[src/rtl/game_tick_pkg.sv]
// Shared types, default parameters and the saturating divider-step helper for the
// dino-game tick generator.
package game_tick_pkg;

  typedef enum logic [1:0] {
    ST_IDLE  = 2'd0,
    ST_RUN   = 2'd1,
    ST_PAUSE = 2'd2
  } game_state_e;

  localparam int unsigned DEF_CNT_W           = 28;
  localparam int unsigned DEF_START_DIV       = 700000;
  localparam int unsigned DEF_STEP            = 50000;
  localparam int unsigned DEF_MIN_DIV         = 350000;
  localparam int unsigned DEF_TICKS_PER_LEVEL = 10000;
  localparam int unsigned DEF_LVL_W           = 4;

  // Width used for divider arithmetic; callers zero-extend into it.
  localparam int unsigned DIV_CALC_W = 64;

  // Subtract step from div, but never go below min_div (threshold kept one bit wider).
  function automatic logic [DIV_CALC_W-1:0] div_step_sat(
    input logic [DIV_CALC_W-1:0] div,
    input logic [DIV_CALC_W-1:0] step,
    input logic [DIV_CALC_W-1:0] min_div
  );
    logic [DIV_CALC_W:0] thresh;
    thresh = {1'b0, min_div} + {1'b0, step};
    if ({1'b0, div} >= thresh) begin
      div_step_sat = div - step;
    end else begin
      div_step_sat = min_div;
    end
  endfunction

endpackage

[src/rtl/game_tick_gen_counter.sv]
// Period counter for the game tick generator: counts 0..i_div and flags the wrap
// cycle; a synchronous clear overrides (and cancels) a wrap.
module tick_period_counter
  import game_tick_pkg::*;
#(
  parameter int unsigned CNT_W = DEF_CNT_W
) (
  input  logic             i_clk,
  input  logic             i_en,
  input  logic             i_clr,
  input  logic [CNT_W-1:0] i_div,
  output logic             o_wrap
);

  logic [CNT_W-1:0] r_cnt;
  logic             w_wrap;

  assign w_wrap = i_en & ~i_clr & (r_cnt >= i_div);
  assign o_wrap = w_wrap;

  // Counter register: clear, wrap to zero, or advance while enabled.
  always_ff @(posedge i_clk) begin
    if (i_clr) begin
      r_cnt <= {CNT_W{1'b0}};
    end else if (w_wrap) begin
      r_cnt <= {CNT_W{1'b0}};
    end else if (i_en) begin
      r_cnt <= r_cnt + CNT_W'(1);
    end else begin
      r_cnt <= r_cnt;
    end
  end

endmodule

[src/rtl/game_tick_gen.sv]
// Accelerating game-speed tick generator with pause/restart and level tracking.
// Optional GAME_TICK_TOGGLE_OUT_EN adds a square-wave o_clk_div output.
module game_tick_gen
  import game_tick_pkg::*;
#(
  parameter int unsigned CNT_W           = DEF_CNT_W,
  parameter int unsigned START_DIV       = DEF_START_DIV,
  parameter int unsigned STEP            = DEF_STEP,
  parameter int unsigned MIN_DIV         = DEF_MIN_DIV,
  parameter int unsigned TICKS_PER_LEVEL = DEF_TICKS_PER_LEVEL,
  parameter int unsigned LVL_W           = DEF_LVL_W
) (
  input  logic             i_clk,
  input  logic             i_rst,
  input  logic             i_run,
  input  logic             i_restart,
  output logic             o_tick,
  output logic [LVL_W-1:0] o_level,
  output logic [CNT_W-1:0] o_divider,
  output logic             o_max_speed
`ifdef GAME_TICK_TOGGLE_OUT_EN
  ,
  output logic             o_clk_div
`endif
);

  localparam int TC_W = (TICKS_PER_LEVEL > 1) ? $clog2(TICKS_PER_LEVEL) : 1;
  localparam logic [TC_W-1:0]       TC_LAST   = TC_W'(TICKS_PER_LEVEL - 1);
  localparam logic [CNT_W-1:0]      START_V   = CNT_W'(START_DIV);
  localparam logic [CNT_W-1:0]      MIN_V     = CNT_W'(MIN_DIV);
  localparam logic [DIV_CALC_W-1:0] STEP_X    = DIV_CALC_W'(STEP);
  localparam logic [DIV_CALC_W-1:0] MIN_X     = DIV_CALC_W'(MIN_DIV);
  localparam logic                  RESET_MAX = (START_DIV == MIN_DIV) ? 1'b1 : 1'b0;

  game_state_e      r_state;
  logic             r_tick;
  logic [LVL_W-1:0] r_level;
  logic [CNT_W-1:0] r_divider;
  logic             r_max_speed;
  logic [TC_W-1:0]  r_tcnt;
  logic             w_clr;
  logic             w_cnt_en;
  logic             w_wrap;
  logic [CNT_W-1:0] w_div_next;

  assign w_clr      = i_rst | i_restart;
  // PAUSE counts on the resuming edge so an N-cycle pause costs exactly N cycles.
  assign w_cnt_en   = i_run & (r_state != ST_IDLE);
  assign w_div_next = CNT_W'(div_step_sat(DIV_CALC_W'(r_divider), STEP_X, MIN_X));

  tick_period_counter #(
    .CNT_W (CNT_W)
  ) u_period (
    .i_clk  (i_clk),
    .i_en   (w_cnt_en),
    .i_clr  (w_clr),
    .i_div  (r_divider),
    .o_wrap (w_wrap)
  );

  // Run-state FSM with tick, level, divider and speed-flag registers.
  always_ff @(posedge i_clk) begin
    if (i_rst || i_restart) begin
      r_state     <= ST_IDLE;
      r_tick      <= 1'b0;
      r_level     <= {LVL_W{1'b0}};
      r_divider   <= START_V;
      r_max_speed <= RESET_MAX;
      r_tcnt      <= {TC_W{1'b0}};
    end else begin
      case (r_state)
        ST_IDLE:  r_state <= i_run ? ST_RUN : ST_IDLE;
        ST_RUN:   r_state <= i_run ? ST_RUN : ST_PAUSE;
        ST_PAUSE: r_state <= i_run ? ST_RUN : ST_PAUSE;
        default:  r_state <= ST_IDLE;
      endcase
      r_tick <= w_wrap;
      if (w_wrap && (r_tcnt == TC_LAST)) begin
        r_tcnt      <= {TC_W{1'b0}};
        r_level     <= (r_level == {LVL_W{1'b1}}) ? r_level : r_level + LVL_W'(1);
        r_divider   <= w_div_next;
        r_max_speed <= (w_div_next == MIN_V);
      end else if (w_wrap) begin
        r_tcnt <= r_tcnt + TC_W'(1);
      end else begin
        r_tcnt <= r_tcnt;
      end
    end
  end

`ifdef GAME_TICK_TOGGLE_OUT_EN
  logic r_clk_div;

  // Legacy square wave: flips on every edge that raises the tick.
  always_ff @(posedge i_clk) begin
    if (i_rst || i_restart) begin
      r_clk_div <= 1'b1;
    end else if (w_wrap) begin
      r_clk_div <= ~r_clk_div;
    end else begin
      r_clk_div <= r_clk_div;
    end
  end

  assign o_clk_div = r_clk_div;
`endif

  assign o_tick      = r_tick;
  assign o_level     = r_level;
  assign o_divider   = r_divider;
  assign o_max_speed = r_max_speed;

endmodule

[config.mk]
export PLATFORM = sky130hd
export DESIGN_NAME = game_tick_gen
export DESIGN_NICKNAME = d
export VERILOG_FILES = /design/src/rtl/game_tick_pkg.sv /design/src/rtl/game_tick_gen_counter.sv /design/src/rtl/game_tick_gen.sv
export SDC_FILE = /design/constraint.sdc
export NUM_CORES = 1
export LEC_CHECK = 0
export BUFFER_PORTS_ARGS = -buffer_cell sky130_fd_sc_hd__buf_2
export CAP_MARGIN = 0
export CORE_MARGIN = 4
export CORE_UTILIZATION = 45
export DETAILED_ROUTE_END_ITERATION = 8
export PLACE_DENSITY = 0.66
export REMOVE_ABC_BUFFERS = 1
export SLEW_MARGIN = 10
export SYNTH_ARGS = -nofsm -noshare
export SYNTH_HDL_FRONTEND = slang
export SYNTH_SLANG_ARGS = --single-unit
[constraint.sdc]
create_clock -name i_clk -period 4 [get_ports i_clk]
set_clock_uncertainty 0.2 [all_clocks]
set_input_delay 1.2 -clock i_clk [delete_from_list [all_inputs] [get_ports i_clk]]
set_output_delay 1.2 -clock i_clk [all_outputs]
set_load 0.02 [all_outputs]
==> results of run 1 <==
## power breakdown
group | total (mW) | leakage [nW] | internal (mW) | switching, mW
Combinational | 0.0281 | 1.27 | 0.00880 | 0.0193
Sequential | 0.777 | 0.628 | 0.776 | 0.000508
Clock | 0.608 | 0.0955 | 0.306 | 0.303
## layer usage
layer	wire (µm)	GRT usage [%]	vias up	part of all wire, %
met4	172	5.01	0	1.4
met2	5750	32.4	183	46
li1	-	-	2200	-
met1	5660	27.2	2114	45
met3	886	4.53	19	7.1
met5	0	0	-	0
## layout by cell type (no fill, tap or decap), types with 4 or more instances in the layout
master / instances
buf_2: 37
clkbuf_8: 10
buf_4: 10
nor3_1: 11
and3_1: 11
a21oi_1: 41
and2_1: 5
nand4_1: 20
inv_1: 37
xor2_1: 23
and4_1: 4
dfxtp_1: 78
o211ai_1: 8
o21ai_1: 6
nand3_1: 21
nand2_1: 39
o21a_1: 6
a211o_1: 5
a31oi_1: 11
or4_1: 13
ha_1: 35
o21ai_0: 25
nor2_1: 58
o31ai_1: 13
or3_1: 5
xnor2_1: 9
## worst max-delay path, stage by stage, from the launching register on
cell and delay (ns):
dfxtp_1 0.39, inv_1 0.13, ha_1 0.35, a2111oi_0 0.48, a21oi_1 0.23, or2_2 0.35
a2bb2oi_2 0.69, nor2_1 0.37, a32o_1 0.31
## worst paths after layout
kind	end	slack [ns]	from
hold / removal	r_tcnt[13]$_SDFFE_PP0P_	0.28	r_tcnt[13]$_SDFFE_PP0P_
hold reg to reg	r_tcnt[13]$_SDFFE_PP0P_	0.28	r_tcnt[13]$_SDFFE_PP0P_
setup / recovery	o_divider[7]$_SDFFE_PN0P_	0.38	o_divider[24]$_SDFFE_PN0P_
setup reg to reg	o_divider[7]$_SDFFE_PN0P_	0.38	o_divider[24]$_SDFFE_PN0P_
## final cells by class
class / instances / area share, %
Timing Repair Buffer: 47 / 4.94
Sequential cell: 78 / 29.6
Multi-Input combinational cell: 438 / 55.8
Tap cell: 136 / 3.23
Clock buffer: 11 / 2.68
Inverter: 37 / 2.63
Clock inverter: 5 / 1.12
## state kept, by name (all words and copies together) (netlist names)
signal	cells
o_divider	28
r_state	2
o_tick	1
o_max_speed	1
r_tcnt	14
o_level	4
u_period.r_cnt	28
## logic make-up (layout without fill, tap and decap cells)
logic type | count (synthesis) | after routing | share of synthesized area [%]
xor gates and xnor gates | 32 | 32 | 5.90
DFF | 78 | 78 | 32.9
AOI/OAI and AO/OA | 152 | 152 | 21.3
and+or+nand+nor | 215 | 215 | 24.6
adders and majority gates | 35 | 35 | 9.21
buffers and inverters | 59 | 100 | 5.29
muxes | 4 | 4 | 0.869
==> results.cfg, run 1 <==
[status]
outcome = completed

[placed_design]
dp_hpwl_um = 9200
placed_area_mm2 = 0.00507
pre_cts_slack_ns = 0.310
place_inst = 736
gp_congestion = 0.902
portBuffers = 37

[run]
drv_cap = 0

[timing]
finalMaxSlewViolations = 0
max-slew-margin-rel_pct = 40.8
worst_slack_ns = 0.383
fin_setup_tns_ns = 0
holdWs_ns = 0.279
finalWorstPathRequiredPeriod_ns = 3.62
finalSetupViolCount = 0
period_share_pct = 90.4
grt_setup_unrepaired = no
worstMarginPinSlew_ns = 0.887
clock.fmax_mhz = 276
hold_viol_final = 0

[pwr]
p_total_mw = 1.41
power_leakage_nw = 1.99
p_per_area_mw_per_mm2 = 268
ir_drop_mv = 0.173

[setup_path]
cp-end-kind = register
critPathMaxFanout = 18
start_kind = register
path_class = reg2reg
critPathArrivalTime_ns = 3.66
worst-r2r-cell-count = 8
critical_path_required_ns = 4.05

[detailed_routing]
dr_total_vias = 4516
drt_first_pass_iters = 6
drc = 0
antenna_left = 0
drtIter0Drc = 378
routed_wl_um = 12500
wl_per_cell_um = 16.6
via_per_inst = 6.01

[yosys]
synth_cells = 575
synth_edf_count = 0
ys_ff_latch = 78
syn_area_mm2 = 0.00475
synth_top_area_share_pct = 32.9
syn_area_per_cell_um2 = 8.27
async_flop_share_pct = 0
synth_area_leaders = dfxtp_1 33%, ha_1 9.2%, nor2_1 4.6%
ys_types = 73
synth-main-ff-cell = dfxtp_1
seq_area_frac_synth_pct = 32.9
yosysWarnings = 0
ys_top_cells_by_count = 78 x dfxtp_1, 58 x nor2_1, 41 x a21oi_1
synth_largest_area_cell = dfxtp_1
synth_most_common_cell = dfxtp_1

[die]
num_rows = 37
io_pins = 38
die_w_um = 111
core_mm2 = 0.0103
die_area_mm2 = 0.0123
die_y_um = 111
initial_core_util_pct = 46.0

[layout]
drive_gt1_share_pct = 13.3
nNetsFinal = 650
n_fill_cell = 994
num_antenna_cells = 0
fin_cells = 752
postLayoutCellArea_mm2 = 0.00527
final_util_pct = 51.1
syn_to_final_growth_pct = 10.9
seq_area_mm2 = 0.00156
multi_input_area_mm2 = 0.00294

[global_route]
grt_max_degree = 29
antenna_found_initial = 0
grt-ovfl-total = 0
grt_pass1_wl_um = 20600
gr-usage-all-layers_pct = 20.1
grt_pass1_vias = 4201

[clock_tree]
post-cts-setup-buffer-count = 0
cts_max_level = 3
cts_max_path_buffers = 2
numCtsBuffers = 9
cts_root_buffer = clkbuf_8
clk_latency_ns = 0.36
ctsResizeCount = 0
numClockSinks = 78
clk_pin_slew_worst_paths_ns = 0.09
cts_tree = built
postCtsHoldBufs = 0

[worst_hold_path]
hold_path_class = reg2reg
whs_path_depth = 2
Note: power is estimated with default switching activity, not from simulation.
==> inputs of run 2 (changes only) <==
CORE_UTILIZATION = 61   (was 45)
PLACE_DENSITY = 0.84   (was 0.66)
SYNTH_HIERARCHICAL = 1   (was unset)
clock period = 3.9 ns   (was 4 ns; I/O delays follow)
==> run 2 against run 1 <==
Worst setup slack got worse by 0.20 ns. Global-route usage increased by 5.8 points. Combinational power decreased by 12%. Count of clock-buffer cells in the layout decreased by 2. Clock power decreased by 5.9%. Total power decreased by 1.4%. Die area decreased by 24%.
==> results.cfg, run 2 <==
[status]
outcome = completed

[global_route]
grt_max_degree = 53
antenna_found_initial = 0
gr-usage-all-layers_pct = 25.9
grt_pass1_vias = 4321
grt-ovfl-total = 0
grt_pass1_wl_um = 20300

[worst_hold_path]
hold_path_class = reg2reg
min_from = r_tcnt[10]$_SDFFE_PP0P_

[clock_tree]
clk_latency_ns = 0.36
cts_max_level = 3
cts_root_buffer = clkbuf_8
postCtsHoldBufs = 0
clk_pin_slew_worst_paths_ns = 0.09
numCtsBuffers = 9
cts_tree = built
numClockSinks = 78
cts_max_path_buffers = 2

[detailed_routing]
dr_total_vias = 4480
via_per_inst = 6.10
wl_per_cell_um = 16.4
drtIter0Drc = 365
routed_wl_um = 12000
drc = 0
antenna_left = 0
drt_first_pass_iters = 8

[layout]
final_util_pct = 70.6
layout_commonest_cell = dfxtp_1
nNetsFinal = 666
postLayoutCellArea_mm2 = 0.00542
syn_to_final_growth_pct = 12.5
drive_gt1_share_pct = 20.4
final_cell_mix = 78 x dfxtp_1, 45 x nor2_1, 39 x nand2_1
n_fill_cell = 583
num_antenna_cells = 0

[placed_design]
portBuffers = 37
placed_area_mm2 = 0.00523
gp_congestion = 0.962
pre_cts_slack_ns = 0.243
dp_hpwl_um = 8840

[timing]
grt_setup_unrepaired = no
max-slew-margin-rel_pct = 38.2
clock.fmax_mhz = 269
finalWorstPathRequiredPeriod_ns = 3.72
period_share_pct = 95.4
worst_slack_ns = 0.180
finalMaxSlewViolations = 0
finalSetupViolCount = 0
hold_viol_final = 0
worstMarginPinSlew_ns = 0.926

[yosys]
async_flop_share_pct = 0
ys_ff_latch = 78
synth_most_common_cell = dfxtp_1
syn_area_mm2 = 0.00482
ys_top_cells_by_count = 78 x dfxtp_1, 45 x nor2_1, 39 x nand2_1
syn_area_per_cell_um2 = 8.40
synth_largest_area_cell = dfxtp_1
yosysWarnings = 6
synth-main-ff-cell = dfxtp_1
synth_top_area_share_pct = 32.4
synth_edf_count = 0
seq_area_frac_synth_pct = 32.4
synth_cells = 574
synth_area_leaders = dfxtp_1 32%, ha_1 9.1%, xor2_1 5.5%
ys_types = 67

[setup_path]
r2r-start = o_divider[19]$_SDFFE_PP1P_
critPathArrivalTime_ns = 3.77
crit_path_top_delay_cell = or4_4
cp-end-kind = register
crit_top_cell = buf_4
cp_num_buf_inv = 3
cp_cell_sequence = inv_1, ha_1, a21oi_2, o21ai_1, or4_4, a31oi_4, a21boi_4, nor2b_1, and4_2, nand4_1, buf_4, nor2_1, buf_4, a221o_1
critPathMaxFanout = 21
slowest_delay_ns = 0.55
critical_path_required_ns = 3.95
cp-startpoint = o_divider[19]$_SDFFE_PP1P_
path_delay_family = simple AND/OR/NAND/NOR gates
path_class = reg2reg
start_kind = register

[pwr]
ir_drop_mv = 0.242
p_per_area_mw_per_mm2 = 257
power_leakage_nw = 2.11
p_total_mw = 1.39

[die]
io_pins = 38
initial_core_util_pct = 62.7
num_rows = 32
core_mm2 = 0.00769
die_area_mm2 = 0.00939
die_y_um = 96.9
die_w_um = 96.9

[run]
drv_cap = 0
run 2: cell types whose count changed after synthesis, sizes merged, moves of 6 or more:
cell and change:
xor2 +7, nor2 -13, clkbuf +9, nand3 +9, o31ai -11, nor3 +30
a211o -6, or4 -10, a31oi -8, and3 -8, nor2b +6
run 2: cells by family after synthesis:
kind of cell	count (synthesis)	synth area share, %
xor gates and xnor gates	44	8.00
buffers and inverters	67	6.18
and+or+nand+nor	236	28.1
muxes	2	0.415
AOI/OAI and AO/OA	112	15.9
adders and majority gates	35	9.09
DFF	78	32.4
run 2: worst paths after layout:
kind,to,cells after the start,slack [ns]
setup reg to reg,o_divider[13]$_SDFFE_PP1P_,14,0.18
hold reg to reg,r_tcnt[10]$_SDFFE_PP0P_,2,0.32
hold / removal,r_tcnt[10]$_SDFFE_PP0P_,2,0.32
setup / recovery,o_divider[13]$_SDFFE_PP1P_,14,0.18
run 2: repair_timing:
item                       in CTS  in global routing
setup endpoints to repair       0                  3
setup buffers                   0                  0
gates resized for setup         0                  4
run 2: stage by stage:
stage | TNS, ns | instances | hold slack [ns]
after global routing | 0 | 734 | 0.332
after floorplan | -55.21 | 546 | 0.271
final | 0 | 734 | 0.316
after CTS | 0 | 734 | 0.314
after detailed placement | 0 | 718 | 0.300
after global placement | 0 | 718 | 0.287
run 2: routing by layer:
metal	part of all wire [%]	routed length, µm	track usage [%]	vias up
met3	8.2	983	3.89	36
li1	-	-	-	2164
met4	2.7	328	9.61	0
met5	0	0	0	-
met2	46	5530	42.5	208
met1	43	5190	34.3	2072
run 2: power breakdown:
group          leakage, nW  switching, mW  internal (mW)  total (mW)
clock network       0.0877          0.333          0.239       0.572
logic                 1.40         0.0189        0.00593      0.0248
registers            0.628       0.000528          0.796       0.797
total                 2.11          0.353           1.04        1.39
run 2: layout make-up:
cell class	instances	area [µm²]	share of cell area, %
Inverter	39	146	2.70
Tap cell	102	128	2.35
Multi-Input combinational cell	429	2970	54.8
Sequential cell	78	1560	28.8
Timing Repair Buffer	70	433	7.98
Clock buffer	9	124	2.28
Clock inverter	7	57.6	1.06
run 2: tightest hold or removal path: stages, from the launching register on:
cell     delay (ns)
dfxtp_1        0.34
xor2_1         0.07
nor2_1         0.07
